## config.mk

```make
export PLATFORM = sky130hd
export DESIGN_NAME = serial_adder_ctrl
export DESIGN_NICKNAME = d
export VERILOG_FILES = /design/src/rtl/serial_adder_ctrl_pkg.sv /design/src/rtl/full_adder_cell.sv /design/src/rtl/halfadder.sv /design/src/rtl/serial_adder_ctrl.sv
export SDC_FILE = /design/constraint.sdc
export NUM_CORES = 1
export LEC_CHECK = 0
export CAP_MARGIN = 20
export CELL_PAD_IN_SITES_DETAIL_PLACEMENT = 1
export CELL_PAD_IN_SITES_GLOBAL_PLACEMENT = 1
export CORE_MARGIN = 10
export CORE_UTILIZATION = 33
export DETAILED_ROUTE_END_ITERATION = 7
export GPL_ROUTABILITY_DRIVEN = 0
export GPL_TIMING_DRIVEN = 0
export PLACE_DENSITY = 0.84
export SLEW_MARGIN = 40
export SYNTH_ARGS = -nofsm -noshare
export SYNTH_HDL_FRONTEND = slang
export SYNTH_SLANG_ARGS = --single-unit
```

## constraint.sdc

```tcl
create_clock -name clk -period 1.5 [get_ports clk]
set_clock_uncertainty 0.15 [all_clocks]
set_input_delay 0.3 -clock clk [delete_from_list [all_inputs] [get_ports clk]]
set_output_delay 0.3 -clock clk [all_outputs]
set_load 0.02 [all_outputs]
```

## src/rtl/serial_adder_ctrl_pkg.sv

```systemverilog
// rtl/serial_adder_ctrl_pkg.sv - shared state encoding and default width for the serial adder
package serial_adder_ctrl_pkg;

    localparam int DEFAULT_WIDTH = 8;

    typedef enum logic [1:0] {
        S_IDLE = 2'd0,
        S_RUN  = 2'd1,
        S_DONE = 2'd2
    } state_t;

endpackage

```

## src/rtl/full_adder_cell.sv

```systemverilog
// rtl/full_adder_cell.sv - gate-level 1-bit full adder built from two half adders and an or gate
// Ports: a, b (addend bits), c (carry in) -> s (sum bit), co (carry out)
module full_adder_cell (
    input  logic a,
    input  logic b,
    input  logic c,
    output logic s,
    output logic co
);

    logic s0;
    logic c0;
    logic c1;

    halfadder u_ha0 (
        .a (a),
        .b (b),
        .s (s0),
        .c (c0)
    );

    halfadder u_ha1 (
        .a (s0),
        .b (c),
        .s (s),
        .c (c1)
    );

    or g_or (co, c0, c1);

endmodule

```

## src/rtl/halfadder.sv

```systemverilog
// rtl/halfadder.sv - gate-level half adder cell
// Ports: a, b (addends) -> s (sum), c (carry)
module halfadder (
    input  logic a,
    input  logic b,
    output logic s,
    output logic c
);

    xor g_xor (s, a, b);
    and g_and (c, a, b);

endmodule

```

## src/rtl/serial_adder_ctrl.sv

```systemverilog
// rtl/serial_adder_ctrl.sv - bit-serial WIDTH-bit adder controller sharing one full adder cell
// Ports: clk, rst_n (sync active-low), start, abort, a, b, cin (sampled on accept)
//        -> busy (in RUN), done (one-cycle result pulse), sum, cout (result registers)
module serial_adder_ctrl
    import serial_adder_ctrl_pkg::*;
#(
    parameter int WIDTH = DEFAULT_WIDTH
) (
    input  logic             clk,
    input  logic             rst_n,
    input  logic             start,
    input  logic             abort,
    input  logic [WIDTH-1:0] a,
    input  logic [WIDTH-1:0] b,
    input  logic             cin,
    output logic             busy,
    output logic             done,
    output logic [WIDTH-1:0] sum,
    output logic             cout
);

    localparam int            CW   = $clog2(WIDTH + 1);
    localparam logic [CW-1:0] LAST = CW'(WIDTH - 1);

    state_t state_q;
    state_t state_d;

    logic [WIDTH-1:0] shreg_a;
    logic [WIDTH-1:0] shreg_b;
    logic [WIDTH-1:0] shreg_s;
    logic [WIDTH-1:0] shreg_s_next;
    logic             carry_q;
    logic [CW-1:0]    cnt_q;

    logic cell_s;
    logic cell_co;
    logic load;
    logic step;
    logic finish;

    full_adder_cell u_cell (
        .a  (shreg_a[0]),
        .b  (shreg_b[0]),
        .c  (carry_q),
        .s  (cell_s),
        .co (cell_co)
    );

    always_comb begin
        state_d = state_q;
        load    = 1'b0;
        step    = 1'b0;
        finish  = 1'b0;
        case (state_q)
            S_IDLE: begin
                if (start) begin
                    load    = 1'b1;
                    state_d = S_RUN;
                end
            end
            S_RUN: begin
                if (abort) begin
                    state_d = S_IDLE;
                end else begin
                    step = 1'b1;
                    if (cnt_q == LAST) begin
                        finish  = 1'b1;
                        state_d = S_DONE;
                    end
                end
            end
            S_DONE: begin
                // start here chains straight into the next operation
                if (start) begin
                    load    = 1'b1;
                    state_d = S_RUN;
                end else begin
                    state_d = S_IDLE;
                end
            end
            default: state_d = S_IDLE;
        endcase
    end

    assign busy = (state_q == S_RUN);
    assign done = (state_q == S_DONE);

    // Result bits enter at the MSB so after WIDTH steps the LSB-first stream is aligned
    always_comb begin
        shreg_s_next            = shreg_s >> 1;
        shreg_s_next[WIDTH-1]   = cell_s;
    end

    always_ff @(posedge clk) begin
        if (!rst_n) begin
            state_q <= S_IDLE;
            shreg_a <= '0;
            shreg_b <= '0;
            shreg_s <= '0;
            carry_q <= 1'b0;
            cnt_q   <= '0;
            sum     <= '0;
            cout    <= 1'b0;
        end else begin
            state_q <= state_d;
            if (load) begin
                shreg_a <= a;
                shreg_b <= b;
                shreg_s <= '0;
                carry_q <= cin;
                cnt_q   <= '0;
            end else if (step) begin
                shreg_a <= shreg_a >> 1;
                shreg_b <= shreg_b >> 1;
                shreg_s <= shreg_s_next;
                carry_q <= cell_co;
                cnt_q   <= cnt_q + CW'(1);
            end
            if (finish) begin
                sum  <= shreg_s_next;
                cout <= cell_co;
            end
        end
    end

endmodule

```

==> metrics.md, run 1 <==
| Metric | Value |
|---|---|
| Initial Utilization | `0.341` |
| Num Clock Sinks | `39` |
| Final hold vios | `0` |
| First-pass GRT wire length | `7620 um` |
| Max-cap violation count | `0` |
| CTS max path bufs | `2` |
| Routed len/inst | `between 10 and 15 um` |
| Global route overflow | `0` |
| I/O pin count | `32` |
| Pin count of the biggest net entering global routing | `13` |
| Least-Margin Pin Slew | `516 ps` |
| PortBufs | `30` |
| Final WL | `4470 um` |
| Worst Hold Depth | `3` |
| Post-synth ARST share | `0` |
| Worst r2r src | `state_q[0]` |
| Clock Latency Late Sink | `300 ps` |
| FF-to-FF End | `sum[3]` |
| Number of H-tree levels | `2` |
| Die height | `89.8 um` |
| Core Util, Final | `0.478` |
| Leak | `a little under 0.9 nW` |
| Rel. slew slack | `0.656` |
| Setup WS post-layout | `-46.9 ps` |
| Total nets after synthesis | `217` |
| Uppermost layer routed | `met4` |
| Area Growth Syn to Fin | `40.2%` |
| Clock root buffer | `clkbuf_8` |
| Max FO, Critical Path | `6` |
| Number of antenna violations at the first check in global routing | `0` |
| # diodes | `0` |
| Synth Warn # | `0` |
| Post-synthesis cell type count | `27` |
| Gr usage total | `0.114` |
| Worst path max stage delay | `360 ps` |
| Clk pin slew, worst setup/hold paths | `80 ps` |
| Post-route insts no fill | `305` |
| Worst EP required | `1050 ps` |
| HP Start | `rst_n` |
| FP Rows | `25` |
| Initial DRC count | `79` |
| DPL Wire Length | `3030 um` |
| Post-synth EDFFs | `0` |
| Pwr Density | `about 1000 nW/um^2` |
| NumNets Final | `260` |
| Most common cell in the netlist | `dfxtp_1` |
| Status | `finished with violations` |
| Crit start category | `flip-flop` |
| Largest area contributor in the netlist | `dfxtp_1` |
| Worst hold path class | `primary input to flip-flop` |
| Synth Flop Type | `dfxtp_1` |
| Final period util | `1.03` |
| Fmax | `646 MHz` |
| CTS tree | `yes` |
| Sequential Area | `786 sq um` |
| Share of cells above drive strength 1 | `0.185` |
| Vias | `1,486` |
| Metal-1 WL | `2020 um` |
| Slowest CP cell | `dfxtp_4` |
| Vias per inst | `4.87` |
| Failing checks | `setup timing` |
| Sequential share of the synthesized area | `0.485` |
| Hold Path Sink | `shreg_a[3]` |
| # setup viols final | `15` |
| Commonest cells in the netlist | `dfxtp_1, nand2_1, nor3_1` |
| Vias in the first global route | `1,622` |
| Hold-fix buffers, CTS | `0` |
| Worst-case reg-to-reg path depth | `4` |
| Met2 wire length | `2130 um` |
| Pre-antenna DRT Iters | `4` |
| CP Class | `flip-flop to output pin` |
| Antenna-violating nets left | `0` |
| Cell total after placement | `~290` |
| RSZ-0062 raised after global routing | `yes` |
| Largest cells by area after synthesis | `dfxtp_1, nor3_1, nand2_1, mux2i_1, o21ai_0` |
| Drt drc | `0` |
| Worst Setup End Kind | `output pin` |
| Pins Over Slew Limit | `0` |
| Area of the multi-input gates | `828 sq um` |
| Synthesized cell area | `1610 sq um` |
| Syn_area_per_cell | `8.29 sq um` |
| FF+latch count, synth | `39` |
| Crit path cell chain | `buf_4 > and2b_1 > buf_6` |
| Max rail drop VDD | `0.000460 V` |
| Arrival @ worst endpoint | `around 1100 ps` |
| Post-route minimum period | `1550 ps` |
| Number of fillers in the final layout | `565` |
| Core Area | `4720 sq um` |
| Die X | `roughly 90 um` |
| WL met3 | `205 um` |
| R2r setup slk | `-50 ps` |
| TritonCTS Buffers | `5` |
| Mapped Cells | `194` |
| Die ar. | `8070 sq um` |
| Yosys top cell area share | `0.485` |
[power by group]
part	leakage (nW)	total (mW)	internal (mW)	switching, mW
Combinational	0.493	0.281	0.141	0.141
Sequential	0.320	1.12	1.08	0.0377
Clock	0.0612	0.914	0.538	0.376
Total	0.874	2.31	1.76	0.554
[through the flow]
stage | total power, mW | hold WS [ps] | setup slack, ps | instance area [sq um] | setup TNS, ps
after CTS | 2.31 | 244 | -67.5 | 2210 | -511
after floorplan | 1.27 | 287 | 32.1 | 1610 | 0
after global routing | 2.43 | 267 | -95.4 | 2260 | -1520
after global placement | 1.37 | 295 | -492 | 1990 | -16580
after detailed placement | 1.38 | 307 | -524 | 1990 | -17290
final | 2.31 | 252 | -46.9 | 2260 | -396
[kinds of logic (layout without fill, tap and decap cells)]
logic type | after synthesis | after routing | synth area share
AO/OA/AOI/OAI | 31 | 31 | 0.103
XOR/XNOR | 1 | 1 | 0.00544
adder cells (fa/ha/maj) | 2 | 2 | 0.0202
buffers and inverters | 15 | 58 | 0.0451
flip-flops | 39 | 39 | 0.485
multiplexers | 9 | 9 | 0.0560
AND/OR/NAND/NOR | 97 | 98 | 0.285
[worst max-delay path, delay by kind of cell, from the launching register on]
| kind | cells | cell delay [ps] |
|---|---|---|
| flops | 1 | 360 |
| buf+inv | 2 | 240 |
| simple gates | 1 | 190 |
[sequential cells by signal, indices dropped and copies added (netlist names)]
register	count
state_q	2
cnt_q	4
shreg_b	8
cout	1
sum	8
shreg_s	7
carry_q	1
shreg_a	8
[placed cells by master, fill, tap and decap left out]
cell type        instances
nand2_1                 37
dfxtp_1                 37
nor3_1                  30
clkdlybuf4s50_1         18
o21ai_0                 14
a21oi_1                 11
dlygate4sd2_1           10
mux2i_1                  9
nor2_2                   9
buf_4                    7
clkbuf_8                 6
buf_6                    5
nor2_4                   5
clkbuf_1                 4
o21ai_1                  3
nand3_1                  3
nor2_1                   3
and2b_1                  2
nor2b_1                  2
clkbuf_4                 2
or3_1                    2
a21boi_0                 2
nand3b_1                 1
or3b_4                   1
buf_12                   1
nor2_8                   1
nor3b_4                  1
buf_2                    1
nand2b_1                 1
o311a_1                  1
inv_1                    1
xnor2_1                  1
fa_1                     1
ha_1                     1
bufinv_16                1
clkinv_2                 1
clkbuf_2                 1
dfxtp_4                  1
dfxtp_2                  1
[routing by layer]
layer,vias up,GRT usage
met5,-,0
met4,0,0.0606
met3,10,0.0357
met2,31,0.188
met1,706,0.127
li1,739,-
[layout make-up]
type                       instances  area share
clock inverter                     2      0.0155
tap                               67      0.0372
clock buffer                       6      0.0366
sequential                        39       0.348
multi-input combinational        141       0.367
timing repair buffer              35       0.144
buffer                            14      0.0494
inverter                           1     0.00166
[worst max-delay path by stage]
| stage | from | to | slack [ps] | depth (start not counted) |
|---|---|---|---|---|
| finish | state_q[0] | done | -50 | 3 |
| global route | state_q[0] | state_q[1] | -100 | 4 |
| global placement | abort | shreg_a[6] | -490 | 6 |
| floorplan | state_q[0] | cout | 30 | 4 |
| detailed placement | abort | shreg_a[6] | -520 | 6 |
| CTS | state_q[0] | sum[4] | -70 | 4 |
[repair_timing]
item	in CTS	in global routing
gates cloned	1	0
setup endpoints to repair	46	40
pin swaps	3	2
hold endpoints to repair	0	0
setup buffers	4	1
resized for setup	41	21
(Power assumes the default switching activity.)
==> inputs of run 2 (changes only) <==
- RECOVER_POWER: not set -> 25
==> metrics.md, run 2 (same netlist as run 1, synthesis figures left out) <==
| Metric | Value |
|---|---|
| Die X | `between 80 and 90 um` |
| Core Area | `4720 sq um` |
| Crit path cell chain | `or3b_4 > buf_12 > nor2_4 > mux2i_1` |
| Failing checks | `setup timing` |
| Slowest CP cell | `or3b_4` |
| RSZ-0062 raised after global routing | `yes` |
| Clk pin slew, worst setup/hold paths | `80 ps` |
| Clock Latency Late Sink | `300 ps` |
| Max FO, Critical Path | `7` |
| Max-cap violation count | `0` |
| Rel. slew slack | `0.658` |
| Logic pwr share | `0.122` |
| Share of cells above drive strength 1 | `0.185` |
| Final WL | `4450 um` |
| Cell total after placement | `291` |
| Setup WS post-layout | `-47.1 ps` |
| Power Total | `2.31 mW` |
| NumNets Final | `260` |
| Worst EP required | `1580 ps` |
| Design area | `2260 sq um` |
| Worst hold path class | `primary input to flip-flop` |
| Max rail drop VDD | `0.000460 V` |
| Status | `finished with violations` |
| Sw frac | `0.239` |
| Seq pwr share | `0.483` |
| I/O pin count | `32` |
| Initial Utilization | `0.341` |
| Int Pwr | `between 1.5 and 2 mW` |
| Area Growth Syn to Fin | `40.2%` |
| Worst path max stage delay | `roughly 400 ps` |
| WHS | `between 200 and 300 ps` |
| CTS max path bufs | `2` |
| Largest regs | `shreg_a: 8 flops, shreg_b: 8 flops, sum: 8 flops` |
| Post-route minimum period | `1550 ps` |
| Pins Over Slew Limit | `0` |
| FF-to-FF End | `sum[3]` |
| # diodes | `0` |
| Most frequent cells in the layout | `nand2_1, dfxtp_1, nor3_1` |
| Worst-case reg-to-reg path depth | `4` |
| Fmax | `646 MHz` |
| Antenna-violating nets left | `0` |
| Routed len/inst | `14.6 um` |
| Arrival @ worst endpoint | `1630 ps` |
| Area after DPL | `1990 sq um` |
| Least-Margin Pin Slew | `approximately 510 ps` |
| Clock Power Share | `0.395` |
| Initial DRC count | `79` |
| Worst Setup End Kind | `flip-flop` |
| Gr usage total | `0.114` |
| Vias | `about 1.5k` |
| Post-route insts no fill | `305` |
| Drt drc | `0` |
| Leak | `0.874 nW` |
| Crit start category | `flip-flop` |
| PortBufs | `30` |
| Die ar. | `8070 sq um` |
| Hold-fix buffers, CTS | `0` |
| Global route overflow | `0` |
| Pwr Density | `1030 nW/um^2` |
| Net Sw Power | `554 uW` |
| Worst r2r src | `state_q[0]` |
| First-pass GRT wire length | `7620 um` |
| CTS tree | `yes` |
| Number of H-tree levels | `2` |
| Clock root buffer | `clkbuf_8` |
| Number of antenna violations at the first check in global routing | `0` |
| DPL Wire Length | `3030 um` |
| # setup viols final | `15` |
| Final period util | `1.03` |
| CP Class | `flip-flop to flip-flop` |
| Vias per inst | `4.86` |
| FP Rows | `25` |
| Final hold vios | `0` |
| Vias in the first global route | `1,622` |
| Worst Hold Depth | `3` |
| R2r setup slk | `-50 ps` |
| HP Start | `rst_n` |
| Hold Path Sink | `shreg_a[3]` |
| Pin count of the biggest net entering global routing | `13` |
| TritonCTS Buffers | `5` |
| Die height | `about 90 um` |
| Num Clock Sinks | `39` |
| Pre-antenna DRT Iters | `4` |
-- run 2: critical path, delay by kind of cell (launching register included) --
kind                   cells  cell delay (ps)
buffers and inverters      1              160
and+or+nand+nor            2              590
muxes                      1              190
DFF                        1              370
-- run 2: final cells by class --
class	count	area [sq um]
Sequential cell	39	786
Fill cell	565	2470
Inverter	1	3.75
Timing Repair Buffer	35	325
Multi-Input combinational cell	141	828
Clock buffer	6	82.6
Tap cell	67	83.8
Clock inverter	2	35.0
Buffer	14	111
-- run 2: how the worst max path moves through the flow --
stage,start,endpoint,cells after the start
floorplan,state_q[0],cout,4
global placement,abort,shreg_a[6],6
detailed placement,abort,shreg_a[6],6
CTS,state_q[0],sum[4],4
global route,state_q[0],state_q[1],4
finish,state_q[0],sum[3],4
-- run 2: power by group through the flow --
| stage | clock network, mW | logic [mW] | registers [mW] |
|---|---|---|---|
| floorplan | 0 | 0.146 | 1.13 |
| global placement | 0 | 0.239 | 1.13 |
| detailed placement | 0 | 0.248 | 1.13 |
| CTS | 0.928 | 0.274 | 1.11 |
| global route | 0.992 | 0.310 | 1.13 |
| finish | 0.914 | 0.281 | 1.12 |
-- run 2: what timing repair did --
item | 4_1_cts | 5_1_grt
pin swaps | 3 | 2
buffers inserted | 4 | 1
gates cloned | 1 | 0
resized for setup | 41 | 21
setup endpoints to repair | 46 | 40
-- run 2: routing by layer --
metal | track usage | vias to the layer above | share of wire
li1 | - | 740 | -
met1 | 0.127 | 704 | 0.45
met2 | 0.188 | 28 | 0.48
met3 | 0.0357 | 10 | 0.044
met4 | 0.0606 | 0 | 0.025
met5 | 0 | - | 0
-- run 2: stage by stage --
| step | TNS (ps) | util | setup slack, ps |
|---|---|---|---|
| after global routing | -1520 | 0.478 | -95.4 |
| after CTS | -511 | 0.467 | -67.5 |
| after global placement | -16580 | 0.422 | -492 |
| after detailed placement | -17290 | 0.422 | -524 |
| final | -395 | 0.478 | -47.1 |
| after floorplan | 0 | - | 32.1 |
==> inputs of run 3 (changes only) <==
--- a/config.mk
+++ b/config.mk
@@ -9,5 +9,4 @@
 export CELL_PAD_IN_SITES_DETAIL_PLACEMENT = 1
 export CELL_PAD_IN_SITES_GLOBAL_PLACEMENT = 1
-export CORE_MARGIN = 10
 export CORE_UTILIZATION = 33
 export DETAILED_ROUTE_END_ITERATION = 7
@@ -19,3 +18,4 @@
 export SYNTH_ARGS = -nofsm -noshare
 export SYNTH_HDL_FRONTEND = slang
+export SYNTH_HIERARCHICAL = 1
 export SYNTH_SLANG_ARGS = --single-unit
==> constraint.sdc (replaced) <==
create_clock -name clk -period 1.5 [get_ports clk]
set_clock_uncertainty 0.15 [all_clocks]
set_input_delay 0.225 -clock clk [delete_from_list [all_inputs] [get_ports clk]]
set_output_delay 0.225 -clock clk [all_outputs]
set_load 0.02 [all_outputs]
==> metrics.md, run 3 <==
| Metric | Value |
|---|---|
| Status | `finished with violations` |
| Failing checks | `setup timing` |
| Post-synthesis cell type count | `27` |
| Synthesized cell area | `around 1600 sq um` |
| Share of cells above drive strength 1 | `0.184` |
| Total nets after synthesis | `220` |
| Commonest non-fill, non-tap cell in the layout | `nand2_1` |
| Largest family of logic cells by synthesized area | `simple AND/OR/NAND/NOR gates` |
| Area after DPL | `2000 sq um` |
| Area Growth Syn to Fin | `41.7%` |
| Mux cell area share after synthesis | `0.0557` |
| Crit path cell chain | `or3b_4 > buf_12 > nor2_4 > mux2i_1` |
| Pre-antenna DRT Iters | `4` |
| Post-synthesis compound-gate area fraction | `0.0960` |
| Post-synth ARST share | `0` |
| Initial Utilization | `0.342` |
| RSZ-0062 raised after global routing | `yes` |
| Gr usage total | `0.171` |
| Yosys top cell area share | `0.483` |
| Crit start category | `flip-flop` |
| Clock root buffer | `clkbuf_8` |
| CTS max path bufs | `2` |
| Worst EP required | `about 1600 ps` |
| Routed len/inst | `13.7 um` |
| Post-route minimum period | `~1600 ps` |
| FP Rows | `25` |
| DPL Wire Length | `2610 um` |
| Clk pin slew, worst setup/hold paths | `80 ps` |
| Worst path max stage delay | `440 ps` |
| Number of H-tree levels | `2` |
| Cell total after placement | `a little under 300` |
| WHS | `188 ps` |
| Commonest cells in the netlist | `dfxtp_1, nand2_1, nor3_1` |
| NumNets Final | `267` |
| Top delay family on crit path | `simple AND/OR/NAND/NOR gates` |
| # diodes | `0` |
| Final hold vios | `0` |
| Synth Area in XOR/XNOR | `0.00542` |
| Max FO, Critical Path | `5` |
| Pwr Density | `~940 nW/um^2` |
| Final period util | `1.04` |
| Vias in the first global route | `1,470` |
| Global route overflow | `0` |
| Initial DRC count | `37` |
| Final WL | `~4300 um` |
| Max-cap violation count | `0` |
| Largest regs | `shreg_a: 8 flops, shreg_b: 8 flops, sum: 8 flops` |
| Vias per inst | `slightly below 5` |
| CTS tree | `yes` |
| Die ar. | `5180 sq um` |
| Mapped Cells | `196` |
| Die X | `72.0 um` |
| Clock Latency Late Sink | `290 ps` |
| Design area | `2290 sq um` |
| Syn_area_per_cell | `between 8 and 9 sq um` |
| Vias | `roughly 1.5k` |
| Post-synth EDFFs | `0` |
| Most frequent cells in the layout | `nand2_1, dfxtp_1, nor3_1` |
| First-pass GRT wire length | `6890 um` |
| PortBufs | `30` |
| Most common cell in the netlist | `dfxtp_1` |
| Rel. slew slack | `0.666` |
| Arithmetic-cell share of the synthesized area counting full adders, half adders and majority gates | `0.0232` |
| CP Class | `flip-flop to flip-flop` |
| Pins Over Slew Limit | `0` |
| Die height | `72.0 um` |
| Sequential share of the synthesized area | `0.483` |
| Largest cells by area after synthesis | `dfxtp_1, nor3_1, nand2_1, mux2i_1, o21ai_0` |
| Synth Area in Simple Gates | `0.292` |
| Largest area contributor in the netlist | `dfxtp_1` |
| Setup WS post-layout | `-56.6 ps` |
| Synth Flop Type | `dfxtp_1` |
| Least-Margin Pin Slew | `about 500 ps` |
| I/O pin count | `32` |
| Number of fillers in the final layout | `558` |
| Num Clock Sinks | `39` |
| CP bufs+invs | `1` |
| Worst hold path class | `primary input to flip-flop` |
| Post-route insts no fill | `311` |
| Sequential Area | `785 sq um` |
| FF+latch count, synth | `39` |
| Drt drc | `0` |
| Area of the multi-input gates | `823 sq um` |
| Max rail drop VDD | `0.000548 V` |
| Arrival @ worst endpoint | `1620 ps` |
| Antenna-violating nets left | `0` |
| Slowest CP cell | `or3b_4` |
| Leak | `0.913 nW` |
| Core Util, Final | `0.485` |
| Core Area | `about 4700 sq um` |
| Power Total | `2.16 mW` |
| # setup viols final | `13` |
| Fmax | `642 MHz` |
| TritonCTS Buffers | `5` |
| Synth Warn # | `6` |
| Number of antenna violations at the first check in global routing | `0` |
| Pin count of the biggest net entering global routing | `13` |
| Worst Setup End Kind | `flip-flop` |
==> run 3: changes by cell type in the layout (fill, tap and decap cells not counted), moves of 2 or more <==
cell       delta
dfxtp_2       +2
o21ai_0       -2
clkbuf_16     +2
o21ai_1       +2
ha_1          +2
nor2_4        -2
buf_6         -3
nor2_1        +5
buf_4         +4
nor2_2        -3
==> run 3: metal layers <==
layer / wire length [um] / up-vias / track usage / share of wire
met1: 2030 / 715 / 0.222 / 0.48
met4: 40 / 0 / 0.0588 / 0.0094
met5: 0 / - / 0 / 0
met2: 2060 / 26 / 0.282 / 0.48
li1: - / 753 / - / -
met3: 140 / 4 / 0.0375 / 0.033
==> run 3: cell type report <==
| cell class | count | area share |
|---|---|---|
| sequential | 39 | 0.342 |
| buffer | 14 | 0.0513 |
| multi-input combinational | 143 | 0.359 |
| tap | 67 | 0.0366 |
| inverter | 1 | 0.00164 |
| clock inverter | 1 | 0.00382 |
| clock buffer | 7 | 0.0377 |
| timing repair buffer | 39 | 0.167 |
==> run 3: per-stage QoR <==
stage | setup TNS, ps | worst slack [ps]
2_1_floorplan | 0 | 55.8
3_3_place_gp | -13270 | -428
3_5_place_dp | -13820 | -443
6_report | -356 | -56.6
5_1_grt | -1840 | -130
4_1_cts | -505 | -71.9
==> run 3: cells by family (layout without fill, tap and decap cells) <==
group	Yosys count	count (layout)
AND/OR/NAND/NOR	99	100
flip-flops	39	39
AO/OA/AOI/OAI	30	30
buffers and inverters	15	62
multiplexers	9	9
adder cells (fa/ha/maj)	3	3
XOR/XNOR	1	1
==> run 3: timing repair <==
item / in CTS / in global routing
resized for setup: 30 / 32
gates cloned: 1 / 2
setup endpoints to repair: 44 / 40
hold buffers: 0 / 0
buffers inserted: 3 / 4
pin swaps: 3 / 4
==> run 3: path summary, 6_finish.rpt <==
path / start / end / slack, ps / cells past startpoint
worst max-delay path: state_q[1] / sum[0] / -60 / 4
worst min-delay path: rst_n / shreg_a[2] / 190 / 3
worst max register to register: state_q[1] / sum[0] / -60 / 4
worst min register to register: sum[1] / sum[1] / 310 / 2
==> run 3: where the power goes <==
part	internal [mW]	switching [mW]
Combinational	0.156	0.147
Clock	0.377	0.365
Sequential	1.08	0.0312
==> run 3: worst register-to-register path: stages, from the launching register on <==
cell,delay (ps)
dfxtp_2,350
or3b_4,440
buf_12,160
nor2_4,180
mux2i_1,200
